$ cat src/rtl/fir_out_fifo.sv
// -----------------------------------------------------------------------------
// fir_out_fifo
//
// Output buffer behind the FIR core's AXI-Stream master. Filtered samples and
// their tlast marker go into a small first-word-fall-through FIFO and are
// re-presented on an AXI-Stream master port, so consumer back-pressure never
// stalls the FIR in the middle of its tap loop. The block also counts
// completed input frames, pulses frame_done when a tlast beat leaves, and can
// optionally check each frame's length against frame_len.
//
// Optional feature macro: FIR_OUT_LEN_CHECK_EN
//   defined   : sample counter and frame-length checker are built; len_err is a
//               sticky flag cleared by err_clr.
//   undefined : no counter or checker; len_err is tied to 0, err_clr and
//               frame_len are ignored.
//
// Ports
//   axis_clk   in   sole clock, rising edge
//   axis_rst   in   synchronous, active-high reset
//   ss_tvalid  in   input sample valid
//   ss_tdata   in   input sample
//   ss_tlast   in   last sample of a frame
//   ss_tready  out  input ready (FIFO not full)
//   sm_tvalid  out  output valid (FIFO not empty)
//   sm_tdata   out  head-of-FIFO sample
//   sm_tlast   out  tlast stored with the head entry
//   sm_tready  in   consumer ready
//   frame_len  in   expected samples per frame (>= 1)
//   err_clr    in   one-cycle pulse clearing len_err
//   level      out  current FIFO occupancy
//   frame_cnt  out  frames whose tlast beat was accepted at the input
//   frame_done out  one-cycle pulse after a tlast beat is accepted at the output
//   len_err    out  sticky frame-length error
// -----------------------------------------------------------------------------
module fir_out_fifo #(
   parameter int pDATA_WIDTH = 32,
   parameter int pDEPTH      = 8,
   parameter int pLEN_WIDTH  = 10
) (
   input  logic                       axis_clk,
   input  logic                       axis_rst,
   input  logic                       ss_tvalid,
   input  logic [pDATA_WIDTH-1:0]     ss_tdata,
   input  logic                       ss_tlast,
   output logic                       ss_tready,
   output logic                       sm_tvalid,
   output logic [pDATA_WIDTH-1:0]     sm_tdata,
   output logic                       sm_tlast,
   input  logic                       sm_tready,
   input  logic [pLEN_WIDTH-1:0]      frame_len,
   input  logic                       err_clr,
   output logic [$clog2(pDEPTH):0]    level,
   output logic [15:0]                frame_cnt,
   output logic                       frame_done,
   output logic                       len_err
);

   localparam int AW = $clog2(pDEPTH);
   localparam int PW = AW + 1;
   localparam logic [PW-1:0] PTR_ONE = PW'(1);

   typedef enum logic {
      IDLE   = 1'b0,
      ACTIVE = 1'b1
   } frame_state_t;

   // Each entry holds {tlast, data}.
   logic [pDATA_WIDTH:0] mem [pDEPTH];

   logic [PW-1:0]        wr_ptr;
   logic [PW-1:0]        rd_ptr;
   logic                 empty;
   logic                 full;
   logic                 push;
   logic                 pop;
   logic [pDATA_WIDTH:0] head;

   frame_state_t         state_q;
   frame_state_t         state_d;

   // The extra pointer MSB separates "same index, one lap apart" (full) from
   // "same index, same lap" (empty).
   assign empty = (wr_ptr == rd_ptr);
   assign full  = (wr_ptr[AW-1:0] == rd_ptr[AW-1:0]) && (wr_ptr[AW] != rd_ptr[AW]);

   // No pass-through when full: a same-cycle pop does not open the input.
   assign ss_tready = !full;
   assign sm_tvalid = !empty;

   assign push = ss_tvalid && ss_tready;
   assign pop  = sm_tvalid && sm_tready;

   assign head     = mem[rd_ptr[AW-1:0]];
   assign sm_tdata = head[pDATA_WIDTH-1:0];
   // Stale storage is never visible as a tlast while the FIFO is empty.
   assign sm_tlast = !empty && head[pDATA_WIDTH];

   assign level = wr_ptr - rd_ptr;

   // NOTE: storage is deliberately left out of reset; the pointers alone
   // decide what is valid, and a reset-free array maps onto plain RAM/regs.
   always_ff @(posedge axis_clk) begin
      if (push) begin
         mem[wr_ptr[AW-1:0]] <= {ss_tlast, ss_tdata};
      end
   end

   // NOTE: all sequential state uses non-blocking assignments so every flop
   // samples pre-edge values regardless of process ordering.
   always_ff @(posedge axis_clk) begin
      if (axis_rst) begin
         wr_ptr     <= '0;
         rd_ptr     <= '0;
         frame_cnt  <= '0;
         frame_done <= 1'b0;
      end else begin
         if (push) begin
            wr_ptr <= wr_ptr + PTR_ONE;
         end
         if (pop) begin
            rd_ptr <= rd_ptr + PTR_ONE;
         end
         if (push && ss_tlast) begin
            frame_cnt <= frame_cnt + 16'd1;
         end
         frame_done <= pop && head[pDATA_WIDTH];
      end
   end

   // Frame tracker: state register.
   always_ff @(posedge axis_clk) begin
      if (axis_rst) begin
         state_q <= IDLE;
      end else begin
         state_q <= state_d;
      end
   end

   // Frame tracker: next state, advanced only on accepted input beats. A
   // tlast beat seen in IDLE is a one-sample frame and leaves the FSM in IDLE.
   // The tracker drives no port, so there is no separate output decoder.
   always_comb begin
      // NOTE: default assignment first so no path leaves state_d unassigned
      // (which would otherwise infer a latch).
      state_d = state_q;
      if (push) begin
         unique case (state_q)
            IDLE:    if (!ss_tlast) state_d = ACTIVE;
            ACTIVE:  if (ss_tlast)  state_d = IDLE;
            default: state_d = IDLE;
         endcase
      end
   end

`ifdef FIR_OUT_LEN_CHECK_EN
   localparam logic [pLEN_WIDTH-1:0] LEN_ONE = pLEN_WIDTH'(1);

   logic [pLEN_WIDTH-1:0] samp_cnt;
   logic [pLEN_WIDTH-1:0] last_idx;
   logic                  at_last;
   logic                  err_evt;
   logic                  len_err_q;

   // samp_cnt is the zero-based index of the next beat within the frame.
   assign last_idx = frame_len - LEN_ONE;
   assign at_last  = (samp_cnt == last_idx);

   // Error: tlast arrives early/late, or the last slot passes without tlast.
   assign err_evt = push && (ss_tlast ? !at_last : at_last);

   always_ff @(posedge axis_clk) begin
      if (axis_rst) begin
         samp_cnt  <= '0;
         len_err_q <= 1'b0;
      end else begin
         if (push) begin
            // An overrun frame restarts the count as if a new frame began.
            if (ss_tlast || at_last) begin
               samp_cnt <= '0;
            end else begin
               samp_cnt <= samp_cnt + LEN_ONE;
            end
         end
         // A new error beats a simultaneous clear.
         if (err_evt) begin
            len_err_q <= 1'b1;
         end else if (err_clr) begin
            len_err_q <= 1'b0;
         end
      end
   end

   assign len_err = len_err_q;
`else
   logic unused_len_cfg;

   assign unused_len_cfg = ^{err_clr, frame_len};
   assign len_err        = 1'b0;
`endif

endmodule

$ cat config.mk
export PLATFORM = sky130hd
export DESIGN_NAME = fir_out_fifo
export DESIGN_NICKNAME = d
export VERILOG_FILES = /design/src/rtl/fir_out_fifo.sv
export SDC_FILE = /design/constraint.sdc
export NUM_CORES = 1
export LEC_CHECK = 0
export BUFFER_PORTS_ARGS = -buffer_cell sky130_fd_sc_hd__buf_2
export CAP_MARGIN = 10
export CORE_MARGIN = 2
export CORE_UTILIZATION = 55
export DETAILED_ROUTE_END_ITERATION = 6
export PLACE_DENSITY = 0.77
export SLEW_MARGIN = 20
export SYNTH_ARGS = -nofsm -noshare
export SYNTH_HDL_FRONTEND = slang
export SYNTH_SLANG_ARGS = --single-unit
$ cat constraint.sdc
create_clock -name axis_clk -period 6.67 [get_ports axis_clk]
set_input_delay 0.667 -clock axis_clk [delete_from_list [all_inputs] [get_ports axis_clk]]
set_output_delay 0.667 -clock axis_clk [all_outputs]
set_load 0.005 [all_outputs]
* Word-level counts from Yosys, hierarchy flattened
Memories as Yosys holds them, arrays and structs flattened. A register that Yosys moved wholly into a read port is not among the register bits. Index checks and enable logic that the tools add are counted.
Cells by class: add/sub/neg operators 4, equal/unequal tests 3, multiplexer cells 4, reduce and logical (&&, ||, !) cells 8
Operator list (count):
- adder 16 x 1 -> 16 bit, second input constant | 1
- adder 4 x 1 -> 4 bit, second input constant | 2
- logical AND 1 bit | 6
- two-way mux 3 bit | 2
- equality test 4 bit | 1
- subtractor 4 bit | 1
- equality test 3 bit | 1
- logical NOT 1 bit | 2
- two-way mux 1 bit | 2
- inequality test 1 bit | 1
Word-level totals: register bits after elaboration 25, RAM bits 264, memories kept 1
Memory list:
- mem | words 8, width 33, read ports 1, clocked after Yosys merged registers in 1, wr ports 1, RTL line 68 | logic [pDATA_WIDTH:0] mem [pDEPTH];

* Longest topological paths before layout
Gate-level depths: netlist (run 1).
word-level depth 6, gate-level depth with buffers 7, gate-level depth less buffers 6

* Least setup slack after synthesis (run 1)
OpenSTA, ideal clock, no wires.
path type register -> register, start point reg wr_ptr[0], end point mem mem[0][0] (netlist name), enable pin, library setup time 0.506 ns, arrival 4.372 ns, setup slack 1.792 ns, cell stages (with the launch flop) 6, path through dfxtp_1 > inv_1 > ha_1 > nand3_1 > o21ai_1 > nor4_1
On the way: longest elaborated chain between the ends 6
Ends and longest elaborated chain:
- from (decl) | RTL line 70 | logic [PW-1:0] wr_ptr;
- from (signal assigned) | RTL line 118 | wr_ptr <= wr_ptr + PTR_ONE;
- equality test 3 bit | RTL line 84 | assign full = (wr_ptr[AW-1:0] == rd_ptr[AW-1:0]) && (wr_ptr[AW] != rd_ptr[AW]);
- logical AND 1 bit | RTL line 84
- logical NOT 1 bit | RTL line 87 | assign ss_tready = !full;
- logical AND 1 bit | RTL line 90 | assign push = ss_tvalid && ss_tready;
- two-way mux 1 bit | RTL line 103 | if (push) begin
- two-way mux 1 bit (implied by the code) | RTL line 104 | mem[wr_ptr[AW-1:0]] <= {ss_tlast, ss_tdata};
- to (decl) | RTL line 68
Parallel ways exist; a longest one is shown, timed or not.

==> run_results.csv, run 1 <==
group,metric,value,unit
setup_path,critPathMaxStageDelay,0.75,ns
pwr,switching_power,897,uW
placed_design,placed_area,0.0122,sq mm
setup_path,worstPathRequired,6.00,ns
synthesis,synthArstFlopShare,0,%
cells_and_area,fill_cells,1319,
detailed_routing,drt_wl_total,21200,um
timing,period_needed,3.69,ns
setup_path,cp_num_cells,4,
synthesis,synth.top_cells.by_count,"264 x edfxtp_1, 66 x mux4_2, 32 x mux2_2",
synthesis,ys_warn_count,0,
grt,grt.overflow.total,0,
floorplanning,initial_utilization,55.9,%
timing,finalSetupViolations,0,
placed_design,place.gp.congestion,0.752,
pwr,switching_share,21.3,%
synthesis,synthMuxAreaShare,16.9,%
floorplanning,fp.dieH,147,um
synthesis,synth_seq_area_share,75.1,%
setup_path,critical_path_class,"reg2out",
floorplanning,io_pins,105,
cells_and_area,stdcell_count,953,
cells_and_area,drive_gt1_share,37.0,%
setup_path,timing.rr.start,"wr_ptr[0]",
detailed_routing,first_pass_iters,4,
clock_network,cts_resized,0,
grt,grt_use_total,20.1,%
synthesis,synthFlopType,"edfxtp_1",
floorplanning,rows,52,
synthesis,synth_top_cell_by_area,"edfxtp_1",
setup_path,r2r_slack,3.73,ns
status,status,"finished clean",
min_path,min_path_cells,1,
grt,antenna_found_initial,0,
clock_network,cts_made_buffers,28,
synthesis,synth_top_area_share,70.1,%
clock_network,cts-hold-fix-buffers,0,
detailed_routing,route.detailed.wl_per_inst,22.2,um
synthesis,synth-simple-area-share,2.91,%
setup_path,worstPathMaxFanout,44,
timing,fin_crit_sh,55.3,%
cells_and_area,post-route-util,64.8,%
setup_path,r2r_end,"mem[6][27]",
clock_network,cts_tree,"built",
synthesis,synth_cells,551,
clock_network,clk_pin_slew,0.06,ns
grt,grt_pass1_vias,5793,
timing,timing.hold.ws,0.400,ns
floorplanning,die_area,0.0217,sq mm
pwr,internal_power,3.30,mW
timing,timing.fmax,271,MHz
cells_and_area,area_growth,15.9,%
placed_design,port_buffers,92,
detailed_routing,ant_nets,0,
detailed_routing,num_vias,5468,
synthesis,synth_xor_area_share,1.32,%
setup_path,crit_chain,"buf_4 -> mux4_2 -> mux2_2 -> buf_2",
clock_network,h-tree-depth,1,
run,max_cap_violations,0,
clock_network,clock_latency,0.53,ns
min_path,min_from,"ss_tdata[0]",
clock_network,clock_sinks,292,
detailed_routing,vias_per_cell,5.74,
synthesis,synth_compound_area_share,1.58,%
setup_path,cpLargestDelayFamily,"multiplexers",
placed_design,dp_hpwl,12300,um
min_path,worstHoldPathType,"in2reg",
synthesis,synthesis.nets,606,
floorplanning,coreArea,0.0202,sq mm
synthesis,synth_seq_cells,292,
synthesis,synth-edff-count,264,
cells_and_area,finalNetCount,715,
synthesis,synth_area,0.0113,sq mm
synthesis,yosysUniqueCellTypes,40,
min_path,hold_end,"mem[6][0]",
detailed_routing,drcViolationCount,0,
pwr,p_leak,4.32,nW
pwr,p_seq_share,50.0,%
setup_path,ff2ff_path_depth,7,
setup_path,crit_path_end_kind,"primary output",
pwr,p_total,4.20,mW
floorplanning,die_w,147,um
timing,finalHoldViolCount,0,
clock_network,cts-root-buf,"clkbuf_16",
synthesis,synth_top_family_by_area,"multiplexers",
setup_path,startpoint_type,"flop",
pwr,power_per_cell_area,320,mW/mm^2
clock_network,clock_path_buffers,3,
synthesis,synthAdderAreaFrac,0.841,%
synthesis,yosysMostFrequentCell,"edfxtp_1",
timing,setup_ws,2.98,ns
setup_path,cp_num_buf_inv,2,
clock_network,post_cts_buffers,0,
grt,grt_pass1_wl,33100,um
placed_design,dp_cells,900,
setup_path,crit_slowest_cell,"buf_4",
pwr,pwr-share-comb,11.6,%
timing,tightestPinTransition,1.09,ns
pwr,pwr-share-clk,38.4,%
grt,grt_max_degree,67,
synthesis,avgSynthCellArea,20.5,sq um
timing,finClkSkew,0.00942,ns
timing,rsz0062_at_grt,"false",
timing,slew_headroom,27.5,%
setup_path,cp.arrival,3.02,ns
detailed_routing,dr.first_iter.drc_count,415,
pwr,vdd_ir_drop_max,0.000227,V
cells_and_area,fin_area,0.0131,sq mm
placed_design,place_ws,3.46,ns
synthesis,netlist_top_cells_area,"edfxtp_1 70%, mux4_2 13%, dfxtp_1 5.0%",
timing,fin_setup_tns,0,ns
timing,slew_violations,0,
## state kept, by name (all words and copies together), names as in the netlist, named ones only
name / count
frame_done: 1
frame_cnt: 16
wr_ptr: 4
mem: 264
rd_ptr: 4
## worst max-delay path by stage
| stage | startpoint | to | slack, ns |
|---|---|---|---|
| floorplan | wr_ptr[0] | mem[0][0] | 1.79 |
| global placement | flop | sm_tdata[1] | 3.46 |
| detailed placement | flop | sm_tdata[31] | 3.46 |
| finish | flop | sm_tdata[31] | 2.98 |
| global route | flop | sm_tdata[31] | 2.72 |
| CTS | flop | sm_tdata[31] | 2.89 |
## cell families (layout without fill, tap and decap cells)
group / after synthesis / after routing
buffers and inverters: 36 / 167
AND/OR/NAND/NOR: 66 / 66
other: 1 / 2
flip-flops: 292 / 292
adder cells (fa/ha/maj): 7 / 7
XOR/XNOR: 17 / 17
multiplexers: 104 / 104
AO/OA/AOI/OAI: 28 / 28
## area by class of cell
cell class	instances	area, sq um	area share [%]
Clock buffer	35	748	5.71
Clock inverter	17	204	1.56
Inverter	9	33.8	0.258
Sequential cell	292	8500	64.8
Timing Repair Buffer	106	566	4.31
Antenna cell	1	2.50	0.0191
Multi-Input combinational cell	223	2720	20.7
Tap cell	270	338	2.58
## cells in the final DEF, fill, tap and decap left out, drive strengths merged, types with 9 or more instances in the layout
| cell | netlist | routed |
|---|---|---|
| mux4 | 66 | 66 |
| nand3 | 10 | 10 |
| clkinv | 0 | 11 |
| nand2 | 9 | 9 |
| inv | 9 | 10 |
| mux2 | 35 | 35 |
| edfxtp | 264 | 264 |
| clkbuf | 15 | 35 |
| a21oi | 9 | 9 |
| dfxtp | 28 | 28 |
| xnor2 | 11 | 11 |
| buf | 12 | 106 |
| nor2 | 21 | 21 |
## per-layer routing
layer	vias up	global-route usage, %	wire length [um]
met4	0	4.28	327
met3	30	3.52	1300
met2	183	36.3	11400
met5	-	0	0
met1	2793	26.1	8210
li1	2462	-	-
## power groups by stage
stage,sequential (mW),combinational (mW),clock (mW)
floorplan,2.10,0.374,0
global placement,2.14,0.482,0
CTS,2.10,0.498,1.64
detailed placement,2.14,0.494,0
finish,2.10,0.487,1.61
global route,2.11,0.531,1.71
Power figures use the tool's default switching activity.
==> run 2, diff against run 1 <==
clock period = 3.7 ns   (was 6.67 ns; I/O delays follow)
==> run 2 against run 1 <==
Compared with the run above: combinational power is 83% higher; worst setup slack got worse by 2.3 ns; final cell count fell by 0.10%; cell area fell by 0.53%; core utilization down 0.35 points; sequential share of layout area is 0.35 points higher; sequential power rose by 81%; wire length increased by 1.1%; power up 74%; die area did not move; critical endpoint is now mem[6][3]; largest cell class unchanged.
==> run_results.csv, run 2 (same netlist as run 1, synthesis figures left out) <==
group,metric,value,unit
setup_path,crit_path_end_kind,"flop",
cells_and_area,area_growth,15.3,%
pwr,power_per_cell_area,560,mW/mm^2
clock_network,clk_pin_slew,0.06,ns
cells_and_area,drive_gt1_share,37.1,%
timing,slew_headroom,31.2,%
timing,period_needed,2.98,ns
setup_path,crit_path_end,"mem[6][3]",
clock_network,clock_latency,0.54,ns
placed_design,placed_area,0.0122,sq mm
setup_path,cp.arrival,3.20,ns
cells_and_area,diodes,0,
floorplanning,rows,52,
grt,grt_pass1_vias,5804,
clock_network,cts-root-buf,"clkbuf_16",
pwr,p_leak,4.29,nW
detailed_routing,dr.first_iter.drc_count,339,
floorplanning,io_pins,105,
clock_network,cts_made_buffers,28,
timing,slew_violations,0,
setup_path,timing.rr.start,"wr_ptr[0]",
clock_network,h-tree-depth,1,
cells_and_area,fin_area,0.0130,sq mm
timing,timing.hold.ws,0.103,ns
cells_and_area,layout_common_cells,"264 x edfxtp_1, 92 x buf_2, 66 x mux4_2, 32 x mux2_2, 29 x clkbuf_16",
grt,grt.overflow.total,0,
setup_path,r2r_end,"mem[6][3]",
detailed_routing,ant_nets,0,
timing,finClkSkew,0.0146,ns
clock_network,cts_resized,0,
setup_path,critPathMaxStageDelay,0.66,ns
setup_path,ff2ff_path_depth,7,
setup_path,critPathLaunch,"wr_ptr[0]",
pwr,p_total,7.30,mW
cells_and_area,finalNetCount,719,
detailed_routing,route.detailed.wl_per_inst,22.5,um
floorplanning,fp.dieH,147,um
clock_network,cts_tree,"built",
grt,grt_use_total,20.3,%
setup_path,worstPathMaxFanout,17,
detailed_routing,drt_wl_total,21400,um
clock_network,clock_path_buffers,3,
timing,setup_ws,0.722,ns
clock_network,cts-hold-fix-buffers,0,
detailed_routing,drcViolationCount,0,
grt,grt_pass1_wl,33400,um
setup_path,worstPathRequired,3.93,ns
floorplanning,die_area,0.0217,sq mm
cells_and_area,final_common_cell,"edfxtp_1",
setup_path,r2r_slack,0.72,ns
placed_design,place_ws,0.748,ns
run,max_cap_violations,0,
status,status,"finished clean",
pwr,vdd_ir_drop_max,0.000385,V
clock_network,post_cts_buffers,0,
timing,tightestPinTransition,1.03,ns
floorplanning,coreArea,0.0202,sq mm
timing,fin_crit_sh,80.5,%
grt,grt_max_degree,67,
cells_and_area,largest_register_ffs,264,
detailed_routing,num_vias,5547,
setup_path,crit_chain,"inv_1 -> ha_1 -> and3_4 -> nand2_1 -> nand3_1 -> nor2_4 -> buf_4",
grt,antenna_found_initial,0,
cells_and_area,fill_cells,1331,
floorplanning,initial_utilization,55.9,%
placed_design,port_buffers,92,
setup_path,startpoint_type,"flop",
timing,finalSetupViolations,0,
setup_path,crit_slowest_cell,"nor2_4",
timing,rsz0062_at_grt,"false",
timing,finalHoldViolCount,0,
floorplanning,die_w,147,um
timing,timing.fmax,336,MHz
placed_design,dp_hpwl,12500,um
setup_path,critical_path_class,"reg2reg",
clock_network,clock_sinks,292,
placed_design,place.gp.congestion,0.775,
detailed_routing,vias_per_cell,5.83,
min_path,worstHoldPathType,"in2reg",
detailed_routing,first_pass_iters,5,
[run 2: changes by cell type in the layout (fill, tap and decap cells not counted), sizes merged]
cell    delta
clkinv     -3
bufinv     -4
diode      -1
inv        -1
clkbuf     +4
buf        +4
[run 2: worst min path at each step]
stage                         to  slack (ns)    startpoint  cells after the start
finish                mem[3][23]        0.10  ss_tdata[23]                      1
global placement    frame_cnt[5]        0.48  frame_cnt[5]                      2
floorplan              mem[0][0]        0.47   ss_tdata[0]                      0
detailed placement  frame_cnt[5]        0.49  frame_cnt[5]                      2
global route          mem[6][31]        0.10  ss_tdata[31]                      1
CTS                   mem[3][23]         0.1  ss_tdata[23]                      1
[run 2: cell type report]
| class | instances | area [sq um] | share of cell area, % |
|---|---|---|---|
| clock inverter | 9 | 63.8 | 0.489 |
| timing repair buffer | 110 | 608 | 4.66 |
| tap | 270 | 338 | 2.59 |
| sequential | 292 | 8500 | 65.2 |
| inverter | 9 | 33.8 | 0.259 |
| clock buffer | 39 | 763 | 5.85 |
| multi-input combinational | 223 | 2730 | 21.0 |
[run 2: worst max-delay path: cells and delay by family, from the launching register on]
family,cells,cell delay [ns]
adder cells (fa/ha/maj),1,0.35
flip-flops,1,0.54
AND/OR/NAND/NOR,4,1.29
buffers and inverters,2,0.49
[run 2: routing by layer]
metal  GRT usage [%]  up-vias  part of all wire [%]
li1                -     2465                     -
met1            26.2     2877                    38
met2            36.8      172                    54
met3            2.90       33                   5.8
met4            4.86        0                   1.7
met5               0        -                     0
[run 2: report_power, final]
part | leakage, nW | switching, mW | internal [mW]
Clock | 0.403 | 1.12 | 1.49
Combinational | 1.26 | 0.379 | 0.511
Sequential | 2.63 | 0.113 | 3.68
Total | 4.29 | 1.61 | 5.69
[run 2: stage by stage]
step                      setup TNS [ns]  util [%]  std cells
final                                  0      64.4        952
after global routing                   0      64.4        952
after CTS                              0      64.4        952
after detailed placement               0      60.3        904
after global placement                 0      60.3        904
after floorplan                   -34.34         -        551
==> run 3, diff against run 2 <==
ABC_AREA = 1   (was unset)
clock period = 3 ns   (was 3.7 ns; I/O delays follow)
==> run 3 against run 2 <==
Compared with the run above: sequential cell count unchanged; sequential share of layout area shrank 2.0 points; non-clock buffer count grew 1; synthesized cell count up 63%; worst setup slack worse by 0.36 ns; critical path type is now reg2out; largest power group unchanged.
==> run_results.csv, run 3 <==
group,metric,value,unit
status,status,"finished clean",
floorplanning,io_pins,105,
pwr,vdd_ir_drop_max,0.000441,V
min_path,hold_end,"mem[1][3]",
timing,timing.fmax,380,MHz
synthesis,synthesis.nets,952,
synthesis,yosysUniqueCellTypes,33,
floorplanning,coreArea,0.0210,sq mm
cells_and_area,fin_area,0.0135,sq mm
synthesis,synth-simple-area-share,9.82,%
placed_design,place_ws,0.587,ns
placed_design,dp_hpwl,12800,um
clock_network,cts-root-buf,"clkbuf_16",
setup_path,r2r_end,"mem[4][14]",
floorplanning,initial_utilization,56.0,%
grt,grt_use_total,20.4,%
grt,grt_pass1_vias,7072,
floorplanning,rows,53,
detailed_routing,drcViolationCount,0,
synthesis,avgSynthCellArea,13.1,sq um
cells_and_area,area_growth,14.6,%
setup_path,worstPathRequired,2.70,ns
pwr,p_leak,4.71,nW
timing,slew_headroom,38.9,%
clock_network,clock_path_buffers,3,
run,max_cap_violations,0,
timing,fin_setup_tns,0,ns
setup_path,cpLargestDelayFamily,"flip-flops",
synthesis,synth-edff-count,264,
clock_network,cts-hold-fix-buffers,0,
pwr,pwr-share-comb,13.5,%
cells_and_area,final_common_cell,"edfxtp_1",
timing,slew_violations,0,
clock_network,clock_sinks,292,
timing,finalHoldViolCount,0,
synthesis,netlist_top_cells_area,"edfxtp_1 68%, mux2i_1 5.5%, nand2_1 5.1%",
detailed_routing,vias_per_cell,5.54,
synthesis,synth_top_family_by_area,"simple AND/OR/NAND/NOR gates",
pwr,power_per_cell_area,673,mW/mm^2
pwr,p_total,9.05,mW
synthesis,synthMuxAreaShare,5.46,%
clock_network,cts_made_buffers,28,
timing,timing.hold.ws,0.0348,ns
floorplanning,die_w,150,um
clock_network,post_cts_buffers,0,
placed_design,port_buffers,92,
synthesis,synth_seq_cells,292,
setup_path,crit_slowest_cell,"dfxtp_4",
detailed_routing,ant_nets,0,
setup_path,critPathMaxStageDelay,0.61,ns
cells_and_area,finalNetCount,1045,
floorplanning,die_area,0.0225,sq mm
synthesis,synthFlopType,"edfxtp_1",
cells_and_area,post-route-util,64.2,%
pwr,switching_power,2.20,mW
grt,grt_pass1_wl,35500,um
setup_path,r2r_slack,0.56,ns
timing,tightestPinTransition,0.915,ns
min_path,min_path_cells,1,
detailed_routing,first_pass_iters,5,
grt,grt_max_degree,74,
grt,antenna_found_initial,3,
timing,setup_ws,0.366,ns
cells_and_area,layout_common_cells,"264 x edfxtp_1, 158 x nand2_1, 103 x nor2_1, 92 x buf_2, 74 x o21ai_0",
synthesis,synth.top_cells.by_count,"264 x edfxtp_1, 158 x nand2_1, 110 x nor2_1",
timing,fin_crit_sh,87.8,%
clock_network,h-tree-depth,1,
cells_and_area,stdcell_count,1287,
detailed_routing,route.detailed.wl_per_inst,17.8,um
clock_network,cts_tree,"built",
setup_path,critical_path_class,"reg2out",
synthesis,synth_top_area_share,67.5,%
placed_design,dp_cells,1235,
setup_path,worstPathMaxFanout,73,
placed_design,placed_area,0.0126,sq mm
timing,rsz0062_at_grt,"false",
cells_and_area,drive_gt1_share,16.9,%
setup_path,crit_path_end_kind,"primary output",
synthesis,synthAdderAreaFrac,0.810,%
pwr,internal_power,6.85,mW
detailed_routing,drt_wl_total,22900,um
setup_path,startpoint_type,"flop",
synthesis,synth_xor_area_share,0.597,%
cells_and_area,largest_register_ffs,264,
setup_path,timing.rr.start,"wr_ptr[0]",
clock_network,clk_pin_slew,0.06,ns
synthesis,yosysMostFrequentCell,"edfxtp_1",
detailed_routing,num_vias,7132,
setup_path,cp_common_cell,"nor2_1",
pwr,switching_share,24.3,%
synthesis,synth_seq_area_share,72.3,%
synthesis,ys_warn_count,0,
pwr,p_seq_share,51.2,%
min_path,worstHoldPathType,"in2reg",
synthesis,synth_area,0.0117,sq mm
synthesis,synthArstFlopShare,0,%
setup_path,cp_num_buf_inv,2,
setup_path,ff2ff_path_depth,8,
min_path,min_from,"ss_tdata[3]",
placed_design,place.gp.congestion,0.788,
clock_network,clock_latency,0.53,ns
synthesis,synth_compound_area_share,7.75,%
setup_path,cp.arrival,2.33,ns
synthesis,synth_top_cell_by_area,"edfxtp_1",
setup_path,crit_chain,"buf_12 -> nor2_1 -> nor2_1 -> o21ai_0 -> o211ai_2 -> o21ai_1 -> nor2_1 -> buf_2",
timing,finalSetupViolations,0,
timing,finClkSkew,0.00670,ns
detailed_routing,dr.first_iter.drc_count,615,
floorplanning,fp.dieH,150,um
clock_network,cts_resized,0,
timing,period_needed,2.63,ns
grt,grt.overflow.total,0,
synthesis,synth_cells,897,
pwr,pwr-share-clk,35.3,%
[run 3: power by group through the flow]
stage               clock network (mW)  registers (mW)  logic [mW]
CTS                               3.25            4.63        1.22
global placement                     0            4.71        1.18
detailed placement                   0            4.72        1.22
global route                      3.42            4.64        1.35
floorplan                            0            4.65       0.856
finish                            3.20            4.63        1.22
[run 3: worst register-to-register path, delay by kind of cell, from the launching register on]
family | cells | cell delay, ns
buffers and inverters | 3 | 0.48
DFF | 1 | 0.37
AOI/OAI and AO/OA | 1 | 0.24
and+or+nand+nor | 3 | 0.72
adders and majority gates | 1 | 0.32
[run 3: per-layer routing]
metal	up-vias	share of wire [%]	wire [um]	track usage (%)
li1	3437	-	-	-
met3	22	5.9	1350	3.36
met5	-	0.031	7	0
met2	192	50	11500	36.7
met1	3479	43	9760	25.8
met4	2	1.4	318	5.47
[run 3: cell families after synthesis]
| group | after synthesis |
|---|---|
| compound gates | 163 |
| other cells | 1 |
| flops | 292 |
| buf+inv | 72 |
| xor+xnor | 8 |
| mux | 64 |
| fa+ha+maj | 7 |
| simple gates | 290 |
[run 3: worst max-delay path by stage]
stage | start | endpoint | slack [ns] | depth (start not counted)
floorplan | wr_ptr[0] | mem[0][0] | -0.1 | 7
global placement | wr_ptr[0] | mem[4][21] | 0.62 | 8
detailed placement | rd_ptr[1] | mem[4][11] | 0.59 | 8
CTS | flop | sm_tlast | 0.34 | 8
global route | flop | sm_tlast | 0.20 | 8
finish | flop | sm_tlast | 0.37 | 8
[run 3: cell type report]
| cell class | count | area (sq um) |
|---|---|---|
| clock buffer | 35 | 748 |
| fill | 1491 | 7500 |
| multi-input combinational | 533 | 2940 |
| antenna | 2 | 5.00 |
| timing repair buffer | 111 | 741 |
| clock inverter | 15 | 92.6 |
| tap | 275 | 344 |
| sequential | 292 | 8500 |
| inverter | 24 | 90.1 |
